===== config.mk =====
export PLATFORM = sky130hd
export DESIGN_NAME = mmio_bridge
export DESIGN_NICKNAME = d
export VERILOG_FILES = /design/src/rtl/mmio_pkg.sv /design/src/rtl/sync_fifo.sv /design/src/rtl/mmio_bridge.sv
export SDC_FILE = /design/constraint.sdc
export NUM_CORES = 1
export LEC_CHECK = 0
export ABC_AREA = 1
export CAP_MARGIN = 20
export CELL_PAD_IN_SITES_DETAIL_PLACEMENT = 0
export CELL_PAD_IN_SITES_GLOBAL_PLACEMENT = 1
export CORE_MARGIN = 2
export CORE_UTILIZATION = 35
export CTS_BUF_LIST = sky130_fd_sc_hd__clkbuf_8
export DETAILED_ROUTE_END_ITERATION = 12
export HOLD_SLACK_MARGIN = 0.12
export PLACE_DENSITY = 0.86
export SLEW_MARGIN = 10
export SYNTH_ARGS = -nofsm -noshare
export SYNTH_HDL_FRONTEND = slang
export SYNTH_HIERARCHICAL = 1
export SYNTH_SLANG_ARGS = --single-unit

===== constraint.sdc =====
create_clock -name clk -period 4.55 [get_ports clk]
set_clock_uncertainty 0.2 [all_clocks]
set_input_delay 1.365 -clock clk [delete_from_list [all_inputs] [get_ports clk]]
set_output_delay 1.365 -clock clk [all_outputs]
set_load 0.01 [all_outputs]

===== src/rtl/mmio_pkg.sv =====
// Shared definitions for the MMIO bridge: register offsets,
// status bit positions and the address region decode.
package mmio_pkg;

    localparam logic [31:0] IO_DATA_OFS   = 32'h0000_0000;
    localparam logic [31:0] IO_STATUS_OFS = 32'h0000_0004;
    localparam logic [31:0] IO_CYCLE_OFS  = 32'h0000_0008;

    localparam int ST_EMPTY   = 0;
    localparam int ST_FULL    = 1;
    localparam int ST_OVF     = 2;
    localparam int ST_UERR    = 3;
    localparam int ST_CNT_LSB = 4;
    localparam int ST_CNT_W   = 5;

    typedef enum logic [2:0] {
        REG_RAM,
        REG_IODATA,
        REG_IOSTAT,
        REG_IOCYC,
        REG_UNMAPPED
    } region_e;

    function automatic region_e decode(
        input logic [31:0] adr,
        input logic [31:0] base
    );
        region_e r;
        if (adr < base)
            r = REG_RAM;
        else if (adr == base + IO_DATA_OFS)
            r = REG_IODATA;
        else if (adr == base + IO_STATUS_OFS)
            r = REG_IOSTAT;
        else if (adr == base + IO_CYCLE_OFS)
            r = REG_IOCYC;
        else
            r = REG_UNMAPPED;
        return r;
    endfunction

endpackage


===== src/rtl/sync_fifo.sv =====
// Single-clock FIFO with registered storage; push is refused
// when full and pop when empty, both ignored during reset.
module sync_fifo #(
    parameter int WIDTH = 32,
    parameter int DEPTH = 4
) (
    input  logic             clk,
    input  logic             reset,
    input  logic             push,
    input  logic             pop,
    input  logic [WIDTH-1:0] din,
    output logic             full,
    output logic             empty,
    output logic [4:0]       count,
    output logic [WIDTH-1:0] dout
);

    localparam int AW = (DEPTH > 1) ? $clog2(DEPTH) : 1;
    localparam logic [4:0] DEPTH_C = 5'(DEPTH);

    logic [WIDTH-1:0] r_mem [DEPTH];
    logic [AW-1:0]    r_wptr;
    logic [AW-1:0]    r_rptr;
    logic [4:0]       r_count;
    logic             w_push;
    logic             w_pop;

    assign full  = (r_count == DEPTH_C);
    assign empty = (r_count == 5'd0);
    assign count = r_count;
    assign dout  = r_mem[r_rptr];

    assign w_push = push & ~full & ~reset;
    assign w_pop  = pop & ~empty & ~reset;

    always_ff @(posedge clk) begin
        if (w_push)
            r_mem[r_wptr] <= din;
    end

    always_ff @(posedge clk) begin
        if (reset) begin
            r_wptr  <= '0;
            r_rptr  <= '0;
            r_count <= '0;
        end else begin
            if (w_push)
                r_wptr <= r_wptr + 1'b1;
            if (w_pop)
                r_rptr <= r_rptr + 1'b1;
            if (w_push && !w_pop)
                r_count <= r_count + 5'd1;
            else if (w_pop && !w_push)
                r_count <= r_count - 5'd1;
        end
    end

endmodule


===== src/rtl/mmio_bridge.sv =====
// Data-memory bridge: routes core stores/loads to RAM or to a
// small IO window (store FIFO, status register, cycle counter).
module mmio_bridge
    import mmio_pkg::*;
#(
    parameter int          FIFO_DEPTH = 4,
    parameter logic [31:0] IO_BASE    = 32'h0001_0000
) (
    input  logic        clk,
    input  logic        reset,
    input  logic        MemWriteM,
    input  logic [31:0] DataAdrM,
    input  logic [31:0] WriteDataM,
    output logic [31:0] ReadDataM,
    output logic        ram_wren,
    output logic [31:0] ram_address,
    output logic [31:0] ram_data,
    input  logic [31:0] ram_q,
    output logic        io_valid,
    output logic [31:0] io_data,
    input  logic        io_ready
);

    region_e     w_region;
    logic        w_st_data;
    logic        w_st_stat;
    logic        w_st_cyc;
    logic        w_st_unm;
    logic        w_full;
    logic        w_empty;
    logic [4:0]  w_count;
    logic        w_push;
    logic        w_pop;
    logic        w_ovf_set;
    logic [31:0] w_status;

    logic        r_ovf;
    logic        r_uerr;
    logic [31:0] r_cycle;

    assign w_region = decode(DataAdrM, IO_BASE);

    assign ram_address = DataAdrM;
    assign ram_data    = WriteDataM;
    assign ram_wren    = MemWriteM & (w_region == REG_RAM);

    assign w_st_data = MemWriteM & (w_region == REG_IODATA);
    assign w_st_stat = MemWriteM & (w_region == REG_IOSTAT);
    assign w_st_cyc  = MemWriteM & (w_region == REG_IOCYC);
    assign w_st_unm  = MemWriteM & (w_region == REG_UNMAPPED);

    // Full is taken before any same-cycle pop, so a push into a
    // full FIFO is dropped even while the consumer is draining.
    assign w_push    = w_st_data & ~w_full;
    assign w_ovf_set = w_st_data & w_full;
    assign w_pop     = io_valid & io_ready;
    assign io_valid  = ~w_empty;

    sync_fifo #(
        .WIDTH (32),
        .DEPTH (FIFO_DEPTH)
    ) u_fifo (
        .clk   (clk),
        .reset (reset),
        .push  (w_push),
        .pop   (w_pop),
        .din   (WriteDataM),
        .full  (w_full),
        .empty (w_empty),
        .count (w_count),
        .dout  (io_data)
    );

    always_ff @(posedge clk) begin
        if (reset) begin
            r_ovf  <= 1'b0;
            r_uerr <= 1'b0;
        end else begin
            if (w_ovf_set)
                r_ovf <= 1'b1;
            else if (w_st_stat)
                r_ovf <= 1'b0;
            if (w_st_unm)
                r_uerr <= 1'b1;
            else if (w_st_stat)
                r_uerr <= 1'b0;
        end
    end

    always_ff @(posedge clk) begin
        if (reset || w_st_cyc)
            r_cycle <= 32'd0;
        else
            r_cycle <= r_cycle + 32'd1;
    end

    always_comb begin
        w_status = 32'd0;
        w_status[ST_CNT_LSB +: ST_CNT_W] = w_count;
        w_status[ST_UERR]  = r_uerr;
        w_status[ST_OVF]   = r_ovf;
        w_status[ST_FULL]  = w_full;
        w_status[ST_EMPTY] = w_empty;
    end

    always_comb begin
        ReadDataM = 32'd0;
        unique case (w_region)
            REG_RAM:    ReadDataM = ram_q;
            REG_IOSTAT: ReadDataM = w_status;
            REG_IOCYC:  ReadDataM = r_cycle;
            default:    ReadDataM = 32'd0;
        endcase
    end

endmodule

# Yosys cells after proc, flatten, opt, wreduce, memory -nomap -nowiden
# Memories as Yosys holds them, arrays and structs flattened. A register that Yosys moved wholly into a read port is not among the register bits.
# Cells that the tools add are included.
[classes]
addsub = 5
multipliers = 0
div = 0
magnitude_cmp = 1
eq_ne = 8
n_shift = 0
muxes = 14
n_bitwise = 15
reduce_logical = 10
[op_table]
columns = ["operator", "count"]
rows = [
  ["$eq A32 B17 Y1 const B", 3],
  ["$pmux W32 S3", 1],
  ["$add A32 B1 Y32 const B", 1],
  ["$lt A32 B17 Y1 const B", 1],
  ["$and A1 B1 Y1", 12],
  ["$mux W3", 4],
  ["$mux W5", 2],
  ["$eq A3 B2 Y1 const B", 2],
  ["$reduce_bool A2 Y1", 3],
  ["$add A5 B1 Y5 const B", 1],
  ["$eq A5 B3 Y1 const B", 1],
  ["$logic_not A5 Y1", 1],
  ["$mux W1", 5],
  ["$sub A5 B1 Y5 const B", 1],
  ["$add A2 B1 Y2 const B", 2],
  ["$mux W2", 2],
  ["$eq A3 B1 Y1 const B", 1],
  ["$eq A3 B3 Y1 const B", 1],
  ["$logic_not A3 Y1", 1],
  ["$not A1 Y1", 3],
  ["$logic_and A1 B1 Y1", 2],
  ["$logic_not A1 Y1", 2],
  ["$logic_or A1 B1 Y1", 1],
]
[word_totals]
ff_bits = 43
latchBits = 0
ramBits = 128
rom_bits = 0
input_bits = 100
output_inout_bits = 130
elab_cells = 60
n_memories = 1
[memory_table]
columns = ["name", "depth", "word_bits", "read_ports", "rd_ports_with_merged_regs", "wr", "line", "text"]
rows = [
  ["u_fifo.r_mem", 4, 32, 1, 1, 1, "sync_fifo.sv:21", "logic [WIDTH-1:0] r_mem [DEPTH];"],
]

# Longest topological paths before layout
# Gate-level depths: netlist of run 1.
[logic_depth]
ltp_word = 14
depth_mapped = 17
mapped_depth_nobuf = 17

# By module
# The synthesis of run 1 kept the hierarchy.
[by_module_without_submodules]
columns = ["mod", "instances", "cells_per_inst", "area_each_um2", "seq_area_each_um2"]
rows = [
  ["sync_fifo", 1, 412, 5491.5, 4063.9],
  ["mmio_bridge", 1, 506, 3078.0, 680.7],
]

# Worst setup path before layout of run 1
# Ideal clock, no wire load.
[synth_path]
path_kind = "input -> register"
from = "input port DataAdrM[28]"
to = "memory u_fifo.r_mem[0][0] (enable)"
setup_time_ps = 421
t_arrival_ps = 3712
required_ps = 3929
path_slack_ps = 217
cell_stages = 7
n_path_buf = 0
cell_sequence = "nor2_1 > nand2_1 > nor2_2 > nand2_1 > nor4_1 > nand3_1 > nor2_1"
[synth_via]
elab_chain_len = 12
[synth_lines]
columns = ["item", "line", "text"]
rows = [
  ["from (decl)", "mmio_bridge.sv:12", "input logic [31:0] DataAdrM,"],
  ["branches (longest 4 deep; another with $lt A32 B17 Y1)", "n/a", ""],
  ["$mux W3 *", "mmio_pkg.sv:29", "if (adr < base)"],
  ["$eq A3 B1 Y1 *", "mmio_bridge.sv:47", "assign w_st_data = MemWriteM & (w_region == REG_IODATA);"],
  ["$and A1 B1 Y1 *", "mmio_bridge.sv:47", ""],
  ["$and A1 B1 Y1 *", "mmio_bridge.sv:54", "assign w_push = w_st_data & ~w_full;"],
  ["net w_push", "mmio_bridge.sv:32", "logic w_push;"],
  ["$and A1 B1 Y1 * (2 in series)", "sync_fifo.sv:33", "assign w_push = push & ~full & ~reset;"],
  ["$mux W1 *", "sync_fifo.sv:37", "if (w_push)"],
  ["$mux W1 (implied by the code) *", "sync_fifo.sv:38", "r_mem[r_wptr] <= din;"],
  ["to (decl)", "sync_fifo.sv:21", ""],
]
# Mark *: on every way through the listed nets, which the timed path passes.

# Worst setup path after layout of run 1
[layout_path]
from = "input port DataAdrM[1]"
to = "output port ReadDataM[29]"
[layout_via]
elab_chain_len = 7
[layout_lines]
columns = ["item", "line", "text"]
rows = [
  ["branches (longest 4 deep; another with $lt A32 B17 Y1)", "n/a", ""],
  ["$mux W3 *", "mmio_pkg.sv:29", ""],
  ["$eq A3 B2 Y1 or $logic_not A3 Y1 (tied branches)", "mmio_bridge.sv:108", "unique case (w_region)"],
  ["$pmux W32 S3 *", "mmio_bridge.sv:108", ""],
  ["to (decl)", "mmio_bridge.sv:14", "output logic [31:0] ReadDataM,"],
]
# Mark *: on every way between the ends.

==> results of run 1 <==
==> cell families after synthesis <==
| kind of cell | Yosys count |
|---|---|
| AO/OA/AOI/OAI | 132 |
| AND/OR/NAND/NOR | 408 |
| buffers and inverters | 176 |
| adder cells (fa/ha/maj) | 11 |
| flip-flops | 173 |
| XOR/XNOR | 18 |
==> through the flow <==
| stage | cells | area [um^2] | hold WS, ns | setup TNS [ns] |
|---|---|---|---|---|
| after global routing | 1449 | 11280 | 0.3025 | -0.1577 |
| after global placement | 1412 | 10890 | 0.2513 | -10.38 |
| after floorplan | 918 | 8569 | 0.2296 | 0 |
| after detailed placement | 1412 | 10890 | 0.2559 | -11.13 |
| final | 1449 | 11280 | 0.2784 | 0 |
| after CTS | 1444 | 11220 | 0.2782 | 0 |
==> power breakdown <==
group	switching [uW]	leakage (uW)	total (uW)	internal, uW
Combinational	73.2	0.00255	204	131
Sequential	2.89	0.00151	1690	1690
Clock	554	0.000203	1060	505
Total	630	0.00426	2960	2330
==> path summary, 6_finish.rpt <==
check | startpoint | slack (ns) | endpoint | cells after the start
setup / recovery | DataAdrM[1] | 0.08 | ReadDataM[29] | 11
hold / removal | r_cycle[0] | 0.28 | r_cycle[0] | 1
setup reg to reg | u_fifo/count[0] | 1.51 | u_fifo/count[4] | 16
hold reg to reg | r_cycle[0] | 0.28 | r_cycle[0] | 1
==> cell type report <==
type	count	area (um^2)
fillers	2269	12900
flip-flops and latches	173	4746
multi-input cells	569	2859
repair buffers	267	2551
well taps	324	405.4
inverters	84	322.8
clock buffers	18	247.7
clock inverters	14	145.1
==> registers in the layout, summed over array words and instances (netlist names), named ones only <==
signal	count
u_fifo/count	5
r_ovf	1
r_cycle	32
r_uerr	1
u_fifo/r_wptr	2
u_fifo/r_rptr	2
u_fifo/r_mem	128
==> routing by layer <==
| metal | vias to the layer above | part of all wire, % | GRT usage, % |
|---|---|---|---|
| li1 | 3372 | - | - |
| met1 | 3134 | 44 | 20.39 |
| met2 | 198 | 49 | 28.17 |
| met3 | 26 | 5.4 | 3.512 |
| met4 | 0 | 1.3 | 4.218 |
| met5 | - | 0 | 0 |
==> Yosys cell counts, drive strengths merged, types with 4 or more instances <==
cell and number:
nand3 50, nor3 14, o21ai 90, nand2 166
buf 88, edfxtp 128, a21oi 9, xor2 15
o22ai 32, clkbuf 4, dfxtp 45, inv 84
ha 10, nor2 173
==> worst register-to-register path: stages (launching register included) <==
cell and delay [ns]:
dfxtp_1 0.47, nor2_2 0.09, nand3_2 0.12, inv_1 0.09
nor4_1 0.44, buf_4 0.20, nand3_1 0.09, inv_1 0.07
ha_1 0.17, inv_1 0.11, ha_1 0.35, a21oi_1 0.21
nand2_1 0.08, nand2_1 0.06, nand3_1 0.07, nand2_1 0.07
inv_1 0.03
==> what timing repair did <==
item                       in CTS  in global routing
setup buffers                   0                  2
setup endpoints to repair      33                 32
gates cloned                    0                  3
pin swaps                       2                 10
resized for setup             117                 38
==> results.md, run 1 <==
* Most common cell after layout, fill and taps aside: clkdlybuf4s50_1
* Final Max Tran Viols at 0
* Synth async-reset ratio at 0%
* Max clock buf depth at 2
* EDFF count, synth at ~130
* Synth Flop Type: edfxtp_1
* Max-cap violation count at 0
* Crit. End Element: output port
* Ports at 230
* Warnings, synthesis at 6
* Synth Cell Area at ~8600 um^2
* Cell family with most CP delay: buffers and inverters
* Share of the synthesized area in the top cell type at between 40% and 50%
* Most frequent cells in the layout: clkdlybuf4s50_1, nand2_1, nor2_1
* Most numerous cell on the critical path: nand2_1
* CTS H-tree depth at 4
* Row Count at 57
* Pwr Density at around 260 nW/um^2
* CP Cell Sequence: clkdlybuf4s50_1 -> inv_1 -> nand2_1 -> nor2_1 -> nand2_2 -> nand2_1 -> nor2_4 -> nand2_4 -> clkbuf_16 -> o21ai_2 -> buf_2
* Syn nets at 1029
* Clock tree from TritonCTS: done
* Pre-CTS setup slack at -0.3969 ns
* Slowest CP cell: clkdlybuf4s50_1
* Vias in the first global route at approximately 6500
* DP HPWL at ~15 mm
* Final period util at a little over nine tenths
* CP startpoint kind: input pin
* Post-synthesis area per instance at around 9.3 um^2
* Vias per inst at around 4.6
* Initial antenna violation count at 0
* Core region area at 24180 um^2
* Starting Density at approximately 35%
* Distinct cells, synth at 30
* Area growth syn-to-layout at 31.60%
* CP Data Required Time at roughly 3 ns
* Drt total wl at 21.03 mm
* Largest net degree at the start of global routing at between 60 and 70
* Maximum vdd drop at roughly 0.16 mV
* Leak at between 0.004 and 0.005 uW
* DR vias at between 6000 and 7000
* Final WS setup at between 0.08 and 0.09 ns
* CTS root buf: clkbuf_8
* Remaining antenna violation count after routing at 0
* CP Class: input pin to output port
* Synth Register Bits at 173
* Status: complete, no violations
* Grt total ovfl at 0
* Critical path buffers and inverters at 4
* Final Hold Fails at 0
* Cts bufs inserted at 17
* F_max at ~0.22 GHz
* Max-slew headroom at between 50% and 60%
* Hold buffer count at cts at 0
* ANT cells at 0
* Adder-cell share of the synthesized area at ~1.7%
* Simple-gate share of the synthesized area at 19.75%
* Synth Area in XOR/XNOR at under 10%
* Synth area leaders: edfxtp_1, dfxtp_1, nand2_1
* Design Power at about 3000 uW
* Hold Crit Class: register to register
* Sequential fraction of the synthesis area at 55.37%
* Slew @ Worst Pin at roughly 0.74 ns
* Share of cells above drive strength 1 at ~14%
* DRT Pass-1 Iters at 5
* Synth area leader: edfxtp_1
* Post-synthesis compound-gate area fraction at 9.213%
* Iter 0 DRT Violations at 354
* Endpoints failing setup at 0
* Gr usage total at between 10% and 20%
* RSZ-0062 raised after global routing: true
* Layout Utilization at between 40% and 50%
* PortBufs at 229
* Mux contribution to synthesized area at 0%
* Routability cong. at between 0.8 and 0.9
* Die H at around 160 um
* Wirelength per Cell at 14.52 um
* Clock Sinks at 173
* CP arrival at a little under 3 ns
* Largest family of logic cells by synthesized area: simple AND/OR/NAND/NOR gates
* Critical Path Max Stage Delay at approximately 0.50 ns
* Die Wd at 160.5 um
* First-pass GRT wire length at approximately 33 mm
* Clock-pin slew on the worst setup and hold paths at around 0.09 ns
* Final min period at roughly 4.5 ns
* Worst-path fanout max at 7
* Die area at around 26000 um^2
* Final net count at between 1000 and 1500
* Worst skew pair latency at 0.46 ns
* DRC violations left at 0
* Mapped Cells at approximately 920
(Power assumes the default switching activity.)
==> inputs of run 2 (changes only) <==
- CTS_CLUSTER_SIZE: default -> 28
- TNS_END_PERCENT: default -> 1
==> results.md, run 2 (synthesis gave the netlist of run 1 again) <==
* Starting Density at 35.44%
* Critical path origin: DataAdrM[1]
* Share of cells above drive strength 1 at 14.04%
* Most common cell after layout, fill and taps aside: clkdlybuf4s50_1
* Cts bufs inserted at 17
* PortBufs at ~230
* Final net count at roughly 1200
* Vias per inst at roughly 4.6
* Max clock buf depth at 2
* Final min period at 4.463 ns
* Most numerous cell on the critical path: nand2_1
* Pwr Density at 262.2 nW/um^2
* R2r startpoint: u_fifo/count[0]
* Vias in the first global route at about 6400
* RSZ-0062 raised after global routing: true
* Final WS setup at roughly 0.087 ns
* Hold_ws at ~0.28 ns
* Worst skew pair latency at between 0.4 and 0.5 ns
* Layout Utilization at 46.66%
* Die H at 160.5 um
* Remaining antenna violation count after routing at 0
* Iter 0 DRT Violations at just under 400
* Die area at 25750 um^2
* CP Class: input pin to output port
* DP HPWL at about 15 mm
* Leak at approximately 0.0043 uW
* CTS H-tree depth at 4
* Status: complete, no violations
* Area growth syn-to-layout at 31.64%
* DRT Pass-1 Iters at 7
* CP Cell Sequence: clkdlybuf4s50_1 -> inv_1 -> nand2_1 -> nor2_1 -> nand2_2 -> nand2_1 -> nor2_4 -> nand2_4 -> clkbuf_16 -> o21ai_2 -> buf_2
* Routability cong. at between 0.8 and 0.9
* Gr usage total at between 10% and 20%
* Die Wd at around 160 um
* Max-cap violation count at 0
* FILL cells at roughly 2300
* Core region area at 24180 um^2
* Crit. End Element: output port
* Row Count at between 50 and 60
* Drt total wl at around 21 mm
* Slowest CP cell: clkdlybuf4s50_1
* Critical Path Max Stage Delay at about 0.5 ns
* Setup TNS at 0 ns
* Max-slew headroom at about half
* Initial antenna violation count at 0
* Max reg flops at around 130
* Clock tree from TritonCTS: done
* Clock-pin slew on the worst setup and hold paths at ~0.090 ns
* DR vias at approximately 6700
* Hold Crit Class: register to register
* Worst-path fanout max at 7
* CP Data Required Time at between 2 and 3 ns
* Largest net degree at the start of global routing at between 60 and 70
* Cells on worst reg2reg path at 16
* Endpoints failing setup at 0
* RR Endpoint: u_fifo/count[4]
* Register Area at ~4700 um^2
* Maximum vdd drop at around 0.16 mV
* Pre-CTS setup slack at -0.3969 ns
* Wirelength per Cell at approximately 15 um
* CTS root buf: clkbuf_8
* Design Power at ~3000 uW
* First-pass GRT wire length at roughly 33 mm
* Final Max Tran Viols at 0
* Hold path depth at 1
* Ports at 230
* Most frequent cells in the layout: clkdlybuf4s50_1, nand2_1, nor2_1
* Final period util at 98.09%
* ANT cells at 0
* CP startpoint kind: input pin
* CP arrival at approximately 2.9 ns
* Slew @ Worst Pin at between 0.7 and 0.8 ns
* Clock Sinks at about 170
* Area occupied by multi-input gates at 2863 um^2
* DRC violations left at 0
* Grt total ovfl at 0
* Critical Path End: ReadDataM[29]
* R2R Setup Slk at 1.52 ns
* Final Hold Fails at 0
* Largest reg by FF count: u_fifo/r_mem
* F_max at ~0.22 GHz
run 2: routing by layer:
| metal | GRT usage (%) | routed length [um] | vias to the layer above |
|---|---|---|---|
| met5 | 0 | 0 | - |
| met2 | 28.08 | 10330 | 190 |
| met4 | 4.218 | 240 | 0 |
| met1 | 20.39 | 9392 | 3100 |
| li1 | - | - | 3375 |
| met3 | 3.616 | 1082 | 22 |
run 2: worst min-delay path by stage:
stage / startpoint / end / slack (ns)
2_1_floorplan: r_cycle[0] / r_cycle[0] / 0.23
5_1_grt: r_cycle[0] / r_cycle[0] / 0.30
3_5_place_dp: r_cycle[0] / r_cycle[0] / 0.26
6_report: r_cycle[0] / r_cycle[0] / 0.28
4_1_cts: r_cycle[0] / r_cycle[0] / 0.28
3_3_place_gp: r_cycle[0] / r_cycle[0] / 0.25
run 2: layout make-up:
type                    count  area share (%)
flip-flops and latches    173           42.07
clock inverters            14           1.287
clock buffers              18           2.196
well taps                 324           3.594
multi-input cells         569           25.38
repair buffers            267           22.62
inverters                  84           2.862
run 2: report_power, final:
group          internal [uW]  switching [uW]
sequential              1690            2.90
clock                    505             555
combinational            131            73.2
total                   2330             631
run 2: stage by stage:
step           instances  area (um^2)
2_1_floorplan        918         8569
5_1_grt             1449        11280
3_3_place_gp        1412        10890
3_5_place_dp        1412        10890
4_1_cts             1444        11250
6_report            1449        11280
run 2: critical path, delay by kind of cell:
family	cells	cell delay, ns
AOI/OAI and AO/OA	1	0.11
buffers and inverters	4	0.88
and+or+nand+nor	6	0.53
run 2: what timing repair did:
item / CTS / global route
endpoints found under the setup margin: 33 / 32
hold buffers: 0 / 0
cloned: 0 / 3
setup buffers: 0 / 2
gates resized for setup: 99 / 49
endpoints found under the hold margin: 0 / 0
pin swaps: 3 / 12
==> inputs of run 3 (changes only) <==
- clock period: 4.55 -> 4.3 ns (I/O delays scaled with it)
==> results.md, run 3 (synthesis gave the netlist of run 1 again) <==
* RR Endpoint: u_fifo/count[4]
* Worst-path fanout max at 3
* Starting Density at between 30% and 40%
* Die Wd at 160.5 um
* Most common cell after layout, fill and taps aside: clkdlybuf4s50_1
* R2R Setup Slk at around 1.4 ns
* Initial antenna violation count at 0
* R2r startpoint: u_fifo/count[0]
* Hold Crit Endpoint: r_ovf
* Slew @ Worst Pin at 0.5835 ns
* Final min period at 4.120 ns
* Final net count at ~1200
* DP HPWL at 14.74 mm
* Die H at 160.5 um
* Drt total wl at about 21 mm
* Core region area at between 20000 and 25000 um^2
* Maximum vdd drop at roughly 0.18 mV
* Remaining antenna violation count after routing at 0
* Crit. End Element: output port
* Setup TNS at 0 ns
* CTS root buf: clkbuf_8
* Hold Crit Class: register to register
* Status: complete, no violations
* Placed instance count at around 1400
* PortBufs at roughly 230
* First-pass GRT wire length at 32.96 mm
* CP startpoint kind: input pin
* Max-slew headroom at about three fifths
* Share of cells above drive strength 1 at 15.40%
* Vias per inst at around 4.6
* Area growth syn-to-layout at 33.52%
* Die area at between 20000 and 30000 um^2
* Clock-pin slew on the worst setup and hold paths at around 0.090 ns
* ANT cells at 0
* DR vias at between 6000 and 7000
* RSZ-0062 raised after global routing: false
* DRC violations left at 0
* Cells on worst reg2reg path at 16
* Max reg flops at 128
* Max-cap violation count at 0
* DRT Pass-1 Iters at 5
* Final Max Tran Viols at 0
* Worst skew pair latency at approximately 0.45 ns
* Largest reg by FF count: u_fifo/r_mem
* Grt total ovfl at 0
* CP arrival at 2.63 ns
* CTS H-tree depth at 4
* Leak at between 0.004 and 0.005 uW
* Max clock buf depth at 2
* F_max at approximately 0.24 GHz
* Gr usage total at 16.22%
* Cts bufs inserted at 17
* Hold path depth at 2
* CP Class: input pin to output port
* Final period util at between 90 and 100%
* Wirelength per Cell at approximately 14 um
* Final Hold Fails at 0
* Row Count at between 50 and 60
* Clock tree from TritonCTS: done
* Clock Sinks at 173
* Largest net degree at the start of global routing at 65
* Ports at 230
* Fin cells at 1454
* Hold_sp: r_ovf
* Most frequent cells in the layout: clkdlybuf4s50_1, nand2_1, nor2_1
* Endpoints failing setup at 0
* Iter 0 DRT Violations at between 200 and 300
* CP Data Required Time at between 2 and 3 ns
* Routability cong. at 0.8563
* Vias in the first global route at about 6600
* Pwr Density at between 200 and 300 nW/um^2
==> run 3: cell count changes in the layout (fill, tap and decap cells not counted), moves of 7 or more <==
cell             before  now
clkbuf_2             12    0
clkdlybuf4s50_1     185  164
dlymetal6s2s_1       10   30
buf_2                19   28
inv_8                 1    8
==> run 3: repair_timing <==
action,in CTS,in global routing
gates cloned,1,0
hold buffers,0,0
resized for setup,139,52
setup endpoints to repair,33,35
pin swaps,4,29
buffers inserted,1,2
==> run 3: metal layers <==
metal  track usage [%]  vias to the layer above  wire (um)
met5                 0                        -          0
met4             4.668                        0        256
met2             28.27                      201      10280
met3             3.487                       20       1073
met1             20.30                     3095       9305
li1                  -                     3385          -
==> run 3: area by class of cell <==
cell class / count / area (um^2)
Clock buffer: 17 / 234.0
Clock inverter: 15 / 147.6
Fill cell: 2247 / 12730
Inverter: 84 / 325.3
Multi-Input combinational cell: 569 / 2897
Sequential cell: 173 / 4746
Tap cell: 324 / 405.4
Timing Repair Buffer: 272 / 2688
==> run 3: through the flow <==
step	utilization [%]	power [uW]	area (um^2)	worst slack, ns	hold slack [ns]
2_1_floorplan	-	1913	8569	0.04211	0.2296
3_3_place_gp	45.39	2048	10970	-0.5045	0.2540
3_5_place_dp	45.39	2051	10970	-0.5091	0.2555
4_1_cts	46.65	3122	11280	-0.1613	0.2784
5_1_grt	47.33	3199	11440	0.04111	0.2935
6_report	47.33	3081	11440	0.1802	0.2762
==> run 3: worst max-delay path by stage <==
stage / startpoint / to
4_1_cts: DataAdrM[7] / ReadDataM[1]
2_1_floorplan: DataAdrM[28] / u_fifo/r_mem[0][0]
5_1_grt: DataAdrM[5] / ReadDataM[6]
6_report: DataAdrM[5] / ReadDataM[6]
3_3_place_gp: DataAdrM[3] / ReadDataM[8]
3_5_place_dp: DataAdrM[7] / ReadDataM[1]
==> run 3: worst max-delay path: stages <==
cell	delay (ns)
dlygate4sd2_1	0.24
nor2_1	0.08
nand2_1	0.10
inv_2	0.09
nand2_4	0.06
nor2_4	0.13
nand2_4	0.09
buf_6	0.13
buf_4	0.14
nand3_2	0.06
nand3_2	0.07
buf_2	0.14
==> run 3: where the power goes <==
| group | total, uW | internal (uW) | switching (uW) |
|---|---|---|---|
| logic | 216 | 136 | 79.9 |
| clock network | 1070 | 432 | 641 |
| registers | 1790 | 1790 | 3.04 |
| total | 3080 | 2360 | 724 |
